File: src/rtl/game_state_controller.sv
// Master game FSM: debounced start/pause buttons, mode latch, win/lose hold screens.
// Latency: clean button press -> state change after DEBOUNCE_CYCLES+3 edges; flags act next edge.
// Backpressure: none; presses arriving while they cannot be honoured are dropped, not queued.
//
// Ports:
//   CLK, RESET_N          clock, asynchronous active-low reset
//   BTN_START             raw start/restart button (asynchronous)
//   TIMED_SW              mode switch, sampled only when a game starts
//   COLLISION, SCORE_WIN, TIMER_WIN, TIMER_LOST  game outcome flags (levels)
//   MSM_STATE             0 IDLE, 1 PLAY, 2 WIN, 3 LOST (registered)
//   TIMED_MODE            mode latched at game start
//   SCORE_RESET           one-cycle pulse clearing the score/timer counters
// Optional build macro PAUSE_EN adds BTN_PAUSE (raw pause button) and PAUSED.
`timescale 1ns/1ps

module game_state_controller #(
  parameter int DEBOUNCE_CYCLES = 1000000,
  parameter int HOLD_CYCLES     = 200000000
) (
  input  logic       CLK,
  input  logic       RESET_N,
  input  logic       BTN_START,
`ifdef PAUSE_EN
  input  logic       BTN_PAUSE,
  output logic       PAUSED,
`endif
  input  logic       TIMED_SW,
  input  logic       COLLISION,
  input  logic       SCORE_WIN,
  input  logic       TIMER_WIN,
  input  logic       TIMER_LOST,
  output logic [1:0] MSM_STATE,
  output logic       TIMED_MODE,
  output logic       SCORE_RESET
);

  localparam int DW = (DEBOUNCE_CYCLES > 1) ? $clog2(DEBOUNCE_CYCLES) : 1;
  localparam int HW = (HOLD_CYCLES > 1) ? $clog2(HOLD_CYCLES) : 1;
  localparam logic [DW-1:0] DB_LAST   = DW'(DEBOUNCE_CYCLES - 1);
  localparam logic [HW-1:0] HOLD_LAST = HW'(HOLD_CYCLES - 1);

`ifdef PAUSE_EN
  localparam int NB = 2;
`else
  localparam int NB = 1;
`endif

  typedef enum logic [1:0] {
    S_IDLE = 2'd0,
    S_PLAY = 2'd1,
    S_WIN  = 2'd2,
    S_LOST = 2'd3
  } state_t;

  logic [NB-1:0] btn_raw;
  logic [NB-1:0] btn_press;

  assign btn_raw[0] = BTN_START;
`ifdef PAUSE_EN
  assign btn_raw[1] = BTN_PAUSE;
`endif

  // One synchroniser + debouncer per button. The press pulse is taken from a
  // delayed copy of the debounced level so it lands one cycle after the level flips.
  for (genvar i = 0; i < NB; i++) begin : g_btn
    logic          sync_a;
    logic          sync_b;
    logic          level;
    logic          level_d;
    logic          press;
    logic [DW-1:0] cnt;

    always_ff @(posedge CLK or negedge RESET_N) begin
      if (!RESET_N) begin
        sync_a  <= 1'b0;
        sync_b  <= 1'b0;
        level   <= 1'b0;
        level_d <= 1'b0;
        press   <= 1'b0;
        cnt     <= '0;
      end else begin
        sync_a  <= btn_raw[i];
        sync_b  <= sync_a;
        if (sync_b == level) begin
          cnt <= '0;
        end else if (cnt == DB_LAST) begin
          cnt   <= '0;
          level <= sync_b;
        end else begin
          cnt <= cnt + 1'b1;
        end
        level_d <= level;
        press   <= level & ~level_d;
      end
    end

    assign btn_press[i] = press;
  end

  logic start_press;
  assign start_press = btn_press[0];
`ifdef PAUSE_EN
  logic pause_press;
  assign pause_press = btn_press[1];
`endif

  state_t        state;
  logic [1:0]    msm_q;
  logic          timed_q;
  logic          score_reset_q;
  logic          paused_q;
  logic [HW-1:0] hold_cnt;
  logic          hold_done;

  // Hold counter idles at zero outside WIN/LOST, so it starts from zero on entry
  // and saturates instead of wrapping.
  assign hold_done = (hold_cnt == HOLD_LAST);

  always_ff @(posedge CLK or negedge RESET_N) begin
    if (!RESET_N) begin
      hold_cnt <= '0;
    end else if (state == S_WIN || state == S_LOST) begin
      if (!hold_done) hold_cnt <= hold_cnt + 1'b1;
    end else begin
      hold_cnt <= '0;
    end
  end

  // msm_q mirrors the state except while paused, when it reads IDLE so the
  // downstream timer and snake freeze.
  always_ff @(posedge CLK or negedge RESET_N) begin
    if (!RESET_N) begin
      state         <= S_IDLE;
      msm_q         <= S_IDLE;
      timed_q       <= 1'b0;
      score_reset_q <= 1'b0;
      paused_q      <= 1'b0;
    end else begin
      score_reset_q <= 1'b0;
      case (state)
        S_IDLE: begin
          if (start_press) begin
            state         <= S_PLAY;
            msm_q         <= S_PLAY;
            timed_q       <= TIMED_SW;
            score_reset_q <= 1'b1;
          end
        end
        S_PLAY: begin
`ifdef PAUSE_EN
          if (paused_q) begin
            if (pause_press) begin
              paused_q <= 1'b0;
              msm_q    <= S_PLAY;
            end
          end else
`endif
          // Loss is checked first so a simultaneous win and loss resolves to LOST.
          if (COLLISION || (timed_q && TIMER_LOST)) begin
            state <= S_LOST;
            msm_q <= S_LOST;
          end else if ((timed_q && TIMER_WIN) || (!timed_q && SCORE_WIN)) begin
            state <= S_WIN;
            msm_q <= S_WIN;
          end
`ifdef PAUSE_EN
          else if (pause_press) begin
            paused_q <= 1'b1;
            msm_q    <= S_IDLE;
          end
`endif
        end
        default: begin
          if (start_press && hold_done) begin
            state    <= S_IDLE;
            msm_q    <= S_IDLE;
            paused_q <= 1'b0;
          end
        end
      endcase
    end
  end

  assign MSM_STATE   = msm_q;
  assign TIMED_MODE  = timed_q;
  assign SCORE_RESET = score_reset_q;
`ifdef PAUSE_EN
  assign PAUSED      = paused_q;
`else
  logic unused_paused;
  assign unused_paused = paused_q;
`endif

endmodule

File: config.mk
export PLATFORM = sky130hd
export DESIGN_NAME = game_state_controller
export DESIGN_NICKNAME = d
export VERILOG_FILES = /design/src/rtl/game_state_controller.sv
export SDC_FILE = /design/constraint.sdc
export NUM_CORES = 1
export LEC_CHECK = 0
export ABC_CLOCK_PERIOD_IN_PS = 3500
export CAP_MARGIN = 20
export CORE_ASPECT_RATIO = 1.2
export CORE_MARGIN = 5
export CORE_UTILIZATION = 60
export DETAILED_ROUTE_END_ITERATION = 12
export PLACE_DENSITY = 0.79
export SYNTH_ARGS = -nofsm -noshare
export SYNTH_HDL_FRONTEND = slang
export SYNTH_SLANG_ARGS = --single-unit
File: constraint.sdc
create_clock -name CLK -period 3.5 [get_ports CLK]
set_clock_uncertainty 0.1 [all_clocks]
set_input_delay 0.7 -clock CLK [delete_from_list [all_inputs] [get_ports CLK]]
set_output_delay 0.7 -clock CLK [all_outputs]
set_load 0.03 [all_outputs]
==> reports/summary.txt <==
Result of the run: finished clean
Number of buffers added by the clock tree synthesis step: 9
Worst path max stage delay: 0.76 ns
Cells after Synth: 276
Most common cell after layout, fill and taps aside: sky130_fd_sc_hd__dfrtp_1
Register share of total power: 52.8%
Critical path's top delay family: buffers and inverters
Initial antenna violation count: 0
Setup Buffers After CTS: 0
Number of buffers inserted by hold repair at cts: 0
Static leakage: 1.337 nW
Number of antenna-violating nets in the routed design: 0
Global placement routability congestion: 0.7820
Router iterations before antenna repair: 4
# diodes: 0
Net Sw Power: 0.3010 mW
Placement-stage worst setup slack: 1.114 ns
Crit Path Max Fanout: 14
Buffers added on ports: 11
Initial standard-cell utilization of the core: 61.17%
Post-layout worst setup margin: 1.016 ns
DIE HEIGHT: 84.42 um
Worst path buffer plus inverter count: 1
Logic pwr share: 5.5%
Core ar.: 4527 sq um
Clock tree from TritonCTS: done
Detailed-route DRC error count: 0
Dominant cell type by area after synthesis: sky130_fd_sc_hd__dfrtp_1
Detailed-route wire length per cell: 13.55 um
Fraction of registers with async set/reset: 100.0%
Deepest level of the CTS H-tree: 3
Final non-filler cell total: 353
Portion of the post-synthesis area used by sequential elements: 51.51%
Number of nets in the final layout: 301
Final-layout fill cell count: 362
Layout cell share with drive strength beyond 1: 8.136%
Count of yosys warnings during synthesis: 0
Clock latency at the later pin of the worst-skew pair: 0.33 ns
Global-route total usage across every layer: 18.79%
Wire length of the first global-routing pass: 8.942 mm
Kind of critical path: register to output port
Number of violations of the max-capacitance limit: 0
Final hold slack: 0.2494 ns
Critical path cell sequence: clkdlybuf4s50_1
Via count of the first global-routing pass: 2049
Power density cells: 432.6 nW/um^2
Max Transition Viols Final: 0
Combined area of the multi-input logic cells: 1260 sq um
Violation count after the first detailed-route iteration: 71
Largest net degree at the start of global routing: 41
Crit start category: register
Final worst-path cycle share: 70.97%
Clk buf depth: 2
Netlist area before placement: 2769 sq um
Leading register cell type out of synthesis: sky130_fd_sc_hd__dfrtp_1
Post-cts repair resize count: 0
Max_slew headroom: 43.45%
Min Tclk post-route: 2.484 ns
Inst Count DP: 338
TritonCTS Sinks: 57
Total negative slack for setup checks: 0 ns
Actual transition at the worst max-transition pin: 0.8483 ns
F_max: 402.6 MHz
Final Hold Viols: 0
Horizontal die dimension: 72.02 um
Mapped Nets: 286
Leading cell types in the layout, fill and taps excluded: 57 x sky130_fd_sc_hd__dfrtp_1, 48 x sky130_fd_sc_hd__nor2_1, 20 x sky130_fd_sc_hd__xor2_1, 17 x sky130_fd_sc_hd__xnor2_1
Boundary pin count: 12
Crit-path slowest cell: sky130_fd_sc_hd__clkdlybuf4s50_1
Count of flip-flops with a built-in enable after synthesis: 0
Unrepaired setup endpoints after global routing: false
Standard-cell rows: 27
Synth unique cells: 39
Vias post-DR: 1978
Switching fraction of total power: 22.55%
Fraction of synthesized cell area taken by the top area cell type: 51.51%
Critical path capture point type: output port
Gr ovfl total: 0
Max IR drop VDD: 330.1 uV
Clock group share of total power: 41.7%
Number of synthesized register bits: 57
Worst Hold Class: register to register
Critical Path RT: 2.70 ns
Area Overhead vs Synth: 11.43%
Ranking of synthesized cells by area: sky130_fd_sc_hd__dfrtp_1 52%, sky130_fd_sc_hd__nor2_1 6.5%, sky130_fd_sc_hd__xor2_1 6.3%, sky130_fd_sc_hd__xnor2_1 5.4%, sky130_fd_sc_hd__nand3_1 2.9%
Root Buffer: sky130_fd_sc_hd__clkbuf_8
Post-DP HPWL: 3.369 mm
Die footprint: 6079 sq um
Total detailed-routing wirelength: 4.783 mm
Cell internal pwr: 1.034 mW
CP arrival: 1.68 ns
Clock edge transition at the registers on the reported setup and hold paths: 0.06 ns
Avg Vias per Cell: 5.603
Average size of a mapped cell: 10.03 sq um
Setup violation total in the final timing report: 0
Sequential standard cell area: 1426 sq um
## metal layers
layer | up-vias | share of wire, % | global-route usage (%)
met2 | 22 | 52 | 31.94
li1 | 974 | - | -
met5 | - | 0 | 0
met1 | 972 | 43 | 20.86
met3 | 10 | 2.5 | 5.269
met4 | 0 | 2.6 | 10.43
## Yosys cell counts (3+ instances only)
cell,instances
sky130_fd_sc_hd__and2_1,3
sky130_fd_sc_hd__and3_1,9
sky130_fd_sc_hd__and4_1,3
sky130_fd_sc_hd__clkbuf_1,7
sky130_fd_sc_hd__dfrtp_1,57
sky130_fd_sc_hd__inv_1,8
sky130_fd_sc_hd__mux2i_1,3
sky130_fd_sc_hd__nand2_1,16
sky130_fd_sc_hd__nand3_1,16
sky130_fd_sc_hd__nand4_1,9
sky130_fd_sc_hd__nor2_1,48
sky130_fd_sc_hd__nor3_1,12
sky130_fd_sc_hd__nor4_1,4
sky130_fd_sc_hd__o21a_1,9
sky130_fd_sc_hd__o31ai_1,3
sky130_fd_sc_hd__xnor2_1,17
sky130_fd_sc_hd__xor2_1,20
## power by group through the flow
stage                     combinational [mW]  sequential (mW)  clock [mW]
after global placement                0.0723            0.716           0
after global routing                  0.0846            0.710       0.604
after floorplan                       0.0459            0.712           0
after detailed placement              0.0756            0.717           0
after CTS                             0.0759            0.705       0.573
final                                 0.0730            0.705       0.556
## final timing paths
| kind | to | cells after the start | slack, ns | from |
|---|---|---|---|---|
| setup / recovery | MSM_STATE[1] | 1 | 1.02 | MSM_STATE[1]$_DFFE_PN0P_ |
| max in group asynchronous | hold_cnt[25]$_DFFE_PN0P_ | 2 | 2.17 | RESET_N |
| hold / removal | g_btn[0].sync_b$_DFF_PN0_ | 0 | 0.25 | g_btn[0].sync_a$_DFF_PN0_ |
| hold reg to reg | g_btn[0].sync_b$_DFF_PN0_ | 0 | 0.25 | g_btn[0].sync_a$_DFF_PN0_ |
| min in group asynchronous | SCORE_RESET$_DFF_PN0_ | 1 | 0.38 | RESET_N |
| setup reg to reg | hold_cnt[1]$_DFFE_PN0P_ | 6 | 1.13 | hold_cnt[0]$_DFFE_PN0P_ |
## cell type report
type                       count  share of cell area [%]
inverter                       8                  0.9732
timing repair buffer          13                   3.893
clock inverter                 4                   1.460
sequential                    57                   46.23
clock buffer                  11                   4.258
tap                           58                   2.352
multi-input combinational    202                   40.84
## kinds of logic (layout without fill, tap and decap cells)
logic type / Yosys count / after routing / synth area share [%]
AND/OR/NAND/NOR: 136 / 136 / 25.40
XOR/XNOR: 37 / 37 / 11.70
multiplexers: 5 / 5 / 1.898
flip-flops: 57 / 57 / 51.51
adder cells (fa/ha/maj): 2 / 2 / 0.9036
buffers and inverters: 17 / 36 / 2.982
AO/OA/AOI/OAI: 22 / 22 / 5.603
## worst register-to-register path: stages (launching register included)
cell and delay [ns]:
sky130_fd_sc_hd__dfrtp_1 0.40, sky130_fd_sc_hd__ha_1 0.20, sky130_fd_sc_hd__nand3_2 0.14, sky130_fd_sc_hd__or3_4 0.44, sky130_fd_sc_hd__nor3_4 0.64, sky130_fd_sc_hd__mux2i_1 0.26
sky130_fd_sc_hd__nor2_1 0.05
## sequential cells by signal, indices dropped and copies added, names as in the netlist
name           cells
g_btn.level_d      1
hold_cnt          28
SCORE_RESET        1
g_btn.cnt         20
btn_press          1
g_btn.sync_b       1
g_btn.level        1
MSM_STATE          2
g_btn.sync_a       1
TIMED_MODE         1
## per-stage QoR
| step | instance area (sq um) | total power, mW | util (%) |
|---|---|---|---|
| after floorplan | 2769 | 0.7578 | - |
| after global placement | 2909 | 0.7880 | 64.26 |
| after detailed placement | 2909 | 0.7928 | 64.26 |
| after CTS | 3085 | 1.354 | 68.16 |
| after global routing | 3085 | 1.399 | 68.16 |
| final | 3085 | 1.335 | 68.16 |
No activity file was read; power rests on OpenSTA's default activity.
